$ cat config.mk
export PLATFORM = sky130hd
export DESIGN_NAME = gpu_ctrl_regs
export DESIGN_NICKNAME = d
export VERILOG_FILES = /design/src/rtl/gpu_ctrl_regs.sv
export SDC_FILE = /design/constraint.sdc
export NUM_CORES = 1
export LEC_CHECK = 0
export ABC_AREA = 1
export CELL_PAD_IN_SITES_DETAIL_PLACEMENT = 0
export CELL_PAD_IN_SITES_GLOBAL_PLACEMENT = 2
export CORE_ASPECT_RATIO = 1.1
export CORE_MARGIN = 4
export CORE_UTILIZATION = 29
export CTS_CLUSTER_DIAMETER = 100
export CTS_CLUSTER_SIZE = 30
export DETAILED_ROUTE_END_ITERATION = 16
export PLACE_DENSITY_LB_ADDON = 0.1
export SYNTH_ARGS = -nofsm -noshare
export SYNTH_HDL_FRONTEND = slang
export SYNTH_SLANG_ARGS = --single-unit
$ cat constraint.sdc
create_clock -name clk_i -period 2.4 [get_ports clk_i]
set_input_delay 0.72 -clock clk_i [delete_from_list [all_inputs] [get_ports clk_i]]
set_output_delay 0.72 -clock clk_i [all_outputs]
set_load 0.03 [all_outputs]
$ cat src/rtl/gpu_ctrl_regs.sv
// GPU control register block on an OBI slave port.
// Register map (32-bit words):
//   0 CTRL   : bit0 START (write-only pulse), bit1 IRQ_EN
//   1 STATUS : bit0 BUSY (live), bit1 DONE (sticky, write-1-to-clear)
//   2 CYCLES : busy-cycle counter, saturating, cleared by START
//   3..N-1   : general configuration words, byte-writable, exported on cfg_o
// Every granted request gets a response exactly one cycle later.
// A write response carries rdata_o = 0.

module gpu_ctrl_regs #(
    parameter int unsigned NUM_REGS = 8,
    parameter int unsigned IDX_W    = $clog2(NUM_REGS)
) (
    input  logic                         clk_i,
    input  logic                         rst_ni,
    // OBI slave port
    input  logic                         req_i,
    output logic                         gnt_o,
    input  logic                         we_i,
    input  logic [3:0]                   be_i,
    input  logic [31:0]                  addr_i,
    input  logic [31:0]                  wdata_i,
    output logic                         rvalid_o,
    output logic [31:0]                  rdata_o,
    output logic                         err_o,
    // GPU side
    input  logic                         gpu_busy_i,
    input  logic                         gpu_done_i,
    output logic                         gpu_start_o,
    output logic                         irq_o,
    output logic [32*(NUM_REGS-3)-1:0]   cfg_o
);

    localparam int unsigned NUM_CFG = NUM_REGS - 3;

    // Decoded request
    logic [IDX_W-1:0] req_idx;
    logic             req_oor;
    logic             wr_ok;
    logic             rd_ok;
    logic             ctrl_wr;
    logic             status_w1c;
    logic             start_issue;
    logic [31:0]      rd_val;

    // State
    logic             irq_en_q, irq_en_d;
    logic             done_q, done_d;
    logic             start_q, start_d;
    logic [31:0]      cycles_q, cycles_d;
    logic [31:0]      cfg_q [NUM_CFG];
    logic [31:0]      cfg_d [NUM_CFG];
    logic             rvalid_q, rvalid_d;
    logic             err_q, err_d;
    logic [31:0]      rdata_q, rdata_d;

    // Grant is immediate, but nothing is accepted while reset is held.
    assign gnt_o = req_i & rst_ni;

    assign req_idx     = addr_i[IDX_W+1:2];
    assign req_oor     = (addr_i[31:IDX_W+2] != '0) || (32'(req_idx) >= NUM_REGS);
    assign wr_ok       = gnt_o & ~req_oor & we_i;
    assign rd_ok       = gnt_o & ~req_oor & ~we_i;
    assign ctrl_wr     = wr_ok & (req_idx == IDX_W'(0)) & be_i[0];
    assign status_w1c  = wr_ok & (req_idx == IDX_W'(1)) & be_i[0] & wdata_i[1];
    assign start_issue = ctrl_wr & wdata_i[0] & ~gpu_busy_i;

    // Read mux over the current (pre-write) register contents.
    always_comb begin
        // NOTE: every always_comb output gets a default first, so no path leaves it unassigned (no latch).
        rd_val = '0;
        if (req_idx == IDX_W'(0)) begin
            rd_val = {30'd0, irq_en_q, 1'b0};
        end else if (req_idx == IDX_W'(1)) begin
            rd_val = {30'd0, done_q, gpu_busy_i};
        end else if (req_idx == IDX_W'(2)) begin
            rd_val = cycles_q;
        end else begin
            for (int i = 0; i < int'(NUM_CFG); i++) begin
                if (req_idx == IDX_W'(i + 3)) begin
                    rd_val = cfg_q[i];
                end
            end
        end
    end

    // Next-state for control/status/counter/config words and the response stage.
    always_comb begin
        irq_en_d = irq_en_q;
        if (ctrl_wr) begin
            irq_en_d = wdata_i[1];
        end

        // A completion in the same cycle as a clear keeps DONE set.
        done_d  = gpu_done_i | (done_q & ~(status_w1c | start_issue));
        start_d = start_issue;

        cycles_d = cycles_q;
        if (start_issue) begin
            cycles_d = '0;
        end else if (gpu_busy_i && (cycles_q != '1)) begin
            cycles_d = cycles_q + 32'd1;
        end

        cfg_d = cfg_q;
        for (int i = 0; i < int'(NUM_CFG); i++) begin
            if (wr_ok && (req_idx == IDX_W'(i + 3))) begin
                for (int b = 0; b < 4; b++) begin
                    if (be_i[b]) begin
                        cfg_d[i][8*b +: 8] = wdata_i[8*b +: 8];
                    end
                end
            end
        end

        rvalid_d = gnt_o;
        err_d    = gnt_o & req_oor;
        rdata_d  = rd_ok ? rd_val : 32'd0;
    end

    // All state, cleared asynchronously.
    always_ff @(posedge clk_i or negedge rst_ni) begin
        if (!rst_ni) begin
            irq_en_q <= 1'b0;
            done_q   <= 1'b0;
            start_q  <= 1'b0;
            cycles_q <= '0;
            // NOTE: the config array is a handful of flops exported on cfg_o, not a RAM, so it is reset.
            cfg_q    <= '{default: '0};
            rvalid_q <= 1'b0;
            err_q    <= 1'b0;
            rdata_q  <= '0;
        end else begin
            // NOTE: sequential state uses non-blocking assignments only.
            irq_en_q <= irq_en_d;
            done_q   <= done_d;
            start_q  <= start_d;
            cycles_q <= cycles_d;
            cfg_q    <= cfg_d;
            rvalid_q <= rvalid_d;
            err_q    <= err_d;
            rdata_q  <= rdata_d;
        end
    end

    assign rvalid_o    = rvalid_q;
    assign err_o       = err_q;
    assign rdata_o     = rdata_q;
    assign gpu_start_o = start_q;
    assign irq_o       = irq_en_q & done_q;

    for (genvar g = 0; g < int'(NUM_CFG); g++) begin : g_cfg_out
        assign cfg_o[32*g +: 32] = cfg_q[g];
    end

endmodule

==> run summary <==
Post-detailed-route via-to-cell ratio: 4.52. The final count of hold timing violations came out at 0. Share of synthesized area occupied by flip-flops and latches: 51.5%.

Counting flops and latches in the post-synthesis netlist gives 229. The worst setup path is captured at a primary output. For this run, the top clock speed supported by timing is 0.426 GHz.

First element of the critical path: cfg_o[106]. Number of design-rule violations left by the first detailed-router iteration: 390. The adder-cell share of the synthesized area came out at 0.112%. TritonCTS built the clock tree. At the end of routability-driven placement, the weighted congestion stood at 0.787. Across all register-to-register paths, the minimum setup slack is 0.33 ns. For the relative slew slack, the log shows 49.0%. The min-delay analysis places its worst path in the category in -> async. The number of antenna diodes came out at 0.

After the flow finishes, the layout carries non-filler instances totaling 2140. Worst reg2reg path startpoint: cycles_q[0]. The final critical path time including I/O delays and setup was 2.35 ns. Summing all placed instances gives a cell area of 14800 um2.

The average instance in the mapped netlist occupies 8.27 um2. Cell at the slowest stage of the critical path: clkdlybuf4s50_1. Once the floorplan was initialized, standard cells occupied 29.7% of the core. The detail route stage leaves a number of antenna-violating nets equal to 0. Of the cells placed in the final design, the portion with a size suffix greater than 1 is 9.72%. The total number of yosys warnings is 0, and the share of power burned in combinational logic is 10.7%. The die extent in x is 195 um, and the maximum clock insertion buffer count is 3.

The number of nets in the layout is 1715. The critical path is of the reg -> out type. Number of placed I/O pins: 271. The power per unit of standard cell area is 480 nW/um2.

The tools report the count of standard-cell rows as 74. The initial antenna violation count is 1, and the synthesized-area fraction occupied by ao, oa, aoi and oai cells is 13.3%. The detail-routed net length per standard cell came out at 17.6 um.

The tools report the number of buffers inserted by post-CTS setup repair as 0. Across the run, the number of max-cap violations was 0. The area added between synthesis and finish was 37.2%; the final cell area excluding filler cells was 15300 um2. The post-synthesis cell type count was 34; the pre-CTS setup slack was -0.333 ns.

The tools report the final-layout fill cell count as 3873. For the area of the mapped netlist, the log shows 11100 um2. The reg-to-reg endpoint was cycles_q[5].

The first global-routing pass estimated 58.3 mm of wire. Entering global routing, the biggest net connects 117 pins. The total stage count of the critical path is 1, and the required time of the critical path is 1.68 ns. Across all setup checks in the final design, the least slack found is 0.0524 ns. After global routing the overflow that remains totals 0. In this run, post-CTS hold repair placed 0 buffers.

Clock-pin slew was measured on the worst setup and hold paths at 0.12 ns. The count of buffering cells on the critical path with inverters included is 1. The count of buffers added on input and output ports is 268. Between clock sinks in the finished design, the worst skew comes to 0.0245 ns.

For this run, the slowest stage of the critical path takes 0.70 ns. IR analysis of the VDD net gives a maximum drop of 0.381 mV. The wire length after detailed routing was 37.6 mm; the net count after synthesis was 1420. The run gives 1.63 ns as the data arrival time of the critical path. After detailed routing, the number of remaining DRC violations is 0. Buffers inserted during clock tree synthesis total 13.

The mux cell area share after synthesis was 0%; the clock sink total was 229. Switching share of power: 27.8%. The type of origin of the critical path was a register. After detailed placement, the design holds a cell count of 2119. The fraction of the mapped netlist area in simple logic gates came out at 27.3%. The run gives 9864 as the via count of the first global-routing pass. The run gives 37500 um2 as the area of the core.

Setup repair after global routing left no endpoint under its margin. The root buffer cell is clkbuf_16. Summed over all nets, the half-perimeter wirelength after detailed placement is 28.4 mm. The y dimension of the die is 213 um. The transition time of the tightest slew-check pin is 0.765 ns. The share of the core filled with cells in the final layout came out at 40.7%.

The flow ran to the end, and the final reports show no timing, DRC or antenna violations. The dominant combinational cell family by area after synthesis was simple AND/OR/NAND/NOR gates. For this block, the via count after detailed routing is 9683. The leakage power total came out at 0.00757 uW. Summed over all nets, the switching power comes to 2040 uW.

The run gives 1 as the number of levels the H-tree was split into. Of all nets on the critical path, the largest fanout is 3. Among cell families on the critical path, the largest total delay comes from buffers and inverters. Counting cells, the worst reg-to-reg path comes to 13. The end point of the critical path was cfg_o[106]. In the synthesized netlist, the number of instances is 1345. The tightest hold path in the finished design has a slack of 0.305 ns. Per report_power, the clock group accounts for 34.9% of the total. The critical path goes through clkdlybuf4s50_1. The number of optimization iterations in the first detailed-route pass was 5. The floorplan die area was 41600 um2. The number of pins exceeding their max-slew limit in the final report was 0. The synthesized netlist devotes 0% of its cell area to XOR and XNOR gates. Clock latency on the worst-skew pair, taken at its later pin, is 0.50 ns. The final-report setup violation count was 0. Per report_power, the sequential group accounts for 54.4% of the total. The part of the cycle the worst path needs was 97.8%; the internal power consumption was 5300 uW.

The run gives 17.6% as the overall global routing resource usage.
==> worst reg2reg max path, delay by kind of cell, from the launching register on <==
family | cells | cell delay (ns)
AND/OR/NAND/NOR | 7 | 0.75
flip-flops | 1 | 0.46
buffers and inverters | 4 | 0.39
adder cells (fa/ha/maj) | 1 | 0.24
AO/OA/AOI/OAI | 1 | 0.17
==> worst min-delay path by stage <==
stage,cells past startpoint,endpoint
after detailed placement,2,cfg_o[84]
after global routing,2,cfg_o[60]
after floorplan,0,cfg_o[0]
after CTS,2,cfg_o[60]
final,2,cfg_o[57]
after global placement,2,cfg_o[86]
==> final cells by class <==
type | instances | area [um2] | area share [%]
multi-input combinational | 918 | 4540 | 29.7
tap | 494 | 618 | 4.05
inverter | 144 | 546 | 3.57
clock buffer | 14 | 329 | 2.16
sequential | 229 | 5730 | 37.5
timing repair buffer | 334 | 3420 | 22.4
clock inverter | 7 | 86.3 | 0.565
==> synthesized netlist by cell type (all sizes together) <==
cell,instances,area share [%]
nand2,388,14
o21ai,230,10
dfrtp,229,52
nor2,164,7.6
inv,143,4.8
nand3,38,1.9
buf,36,2.2
nor3,36,2.9
o221ai,25,2.0
clkbuf,18,0.61
a21oi,14,0.63
and3,6,0.34
nand4,5,0.28
or2,4,0.22
o21bai,3,0.20
a21o,2,0.13
a31oi,1,0.056
clkinv,1,0.079
ha,1,0.11
nand3b,1,0.068
==> cells by family after synthesis <==
kind of cell	count (synthesis)
buf+inv	198
fa+ha+maj	1
simple gates	642
flops	229
compound gates	275
==> flip-flops by register name (all words and copies together) (netlist names) <==
register     flops
rdata_o         32
gpu_start_o      1
irq_en_q         1
cycles_q        32
cfg_o          160
err_o            1
done_q           1
rvalid_o         1
==> per-layer routing <==
metal  vias to the layer above  global-route usage, %  part of all wire [%]  wire, um
met5                         -                  0.224                     0         0
met4                         0                   2.70                   1.4       541
met3                        19                   4.13                   6.1      2310
met2                       187                   30.4                    48     18200
met1                      4565                   23.4                    44     16500
li1                       4912                      -                     -         -
==> what timing repair did <==
item / in CTS / in global routing
gates cloned: 0 / 0
resized for setup: 1 / 7
setup endpoints to repair: 1 / 7
==> through the flow <==
| stage | total power, uW | TNS [ns] |
|---|---|---|
| after floorplan | 4390 | 0 |
| after global placement | 4880 | -46.73 |
| after detailed placement | 4880 | -50.40 |
| after CTS | 7490 | 0 |
| after global routing | 7710 | 0 |
| final | 7340 | 0 |
==> cell usage in the layout (no fill, tap or decap), types with 2 or more instances in the layout <==
master / instances
inv_2: 10
clkinv_4: 2
a21oi_1: 14
o21bai_1: 3
nand2_4: 7
nor2_4: 8
clkbuf_16: 13
o21ai_0: 71
dfrtp_1: 229
o21ai_1: 159
inv_6: 2
clkinv_8: 2
nor2_8: 10
a21o_1: 2
and3_1: 6
nor3_2: 21
nor3_1: 12
nor3_4: 3
buf_12: 18
dlymetal6s2s_1: 7
nor2_1: 145
nand4_1: 5
or2_2: 4
buf_4: 49
o221ai_1: 25
nand3_1: 35
nand3_4: 2
inv_1: 133
nand2_1: 377
nand2_8: 3
clkdlybuf4s50_1: 258
==> power by group through the flow <==
stage / sequential (uW) / combinational (uW) / clock [uW]
finish: 3990 / 785 / 2560
global route: 4010 / 887 / 2820
CTS: 3990 / 813 / 2680
detailed placement: 4070 / 811 / 0
global placement: 4060 / 812 / 0
floorplan: 4040 / 354 / 0
(Power assumes the default switching activity.)
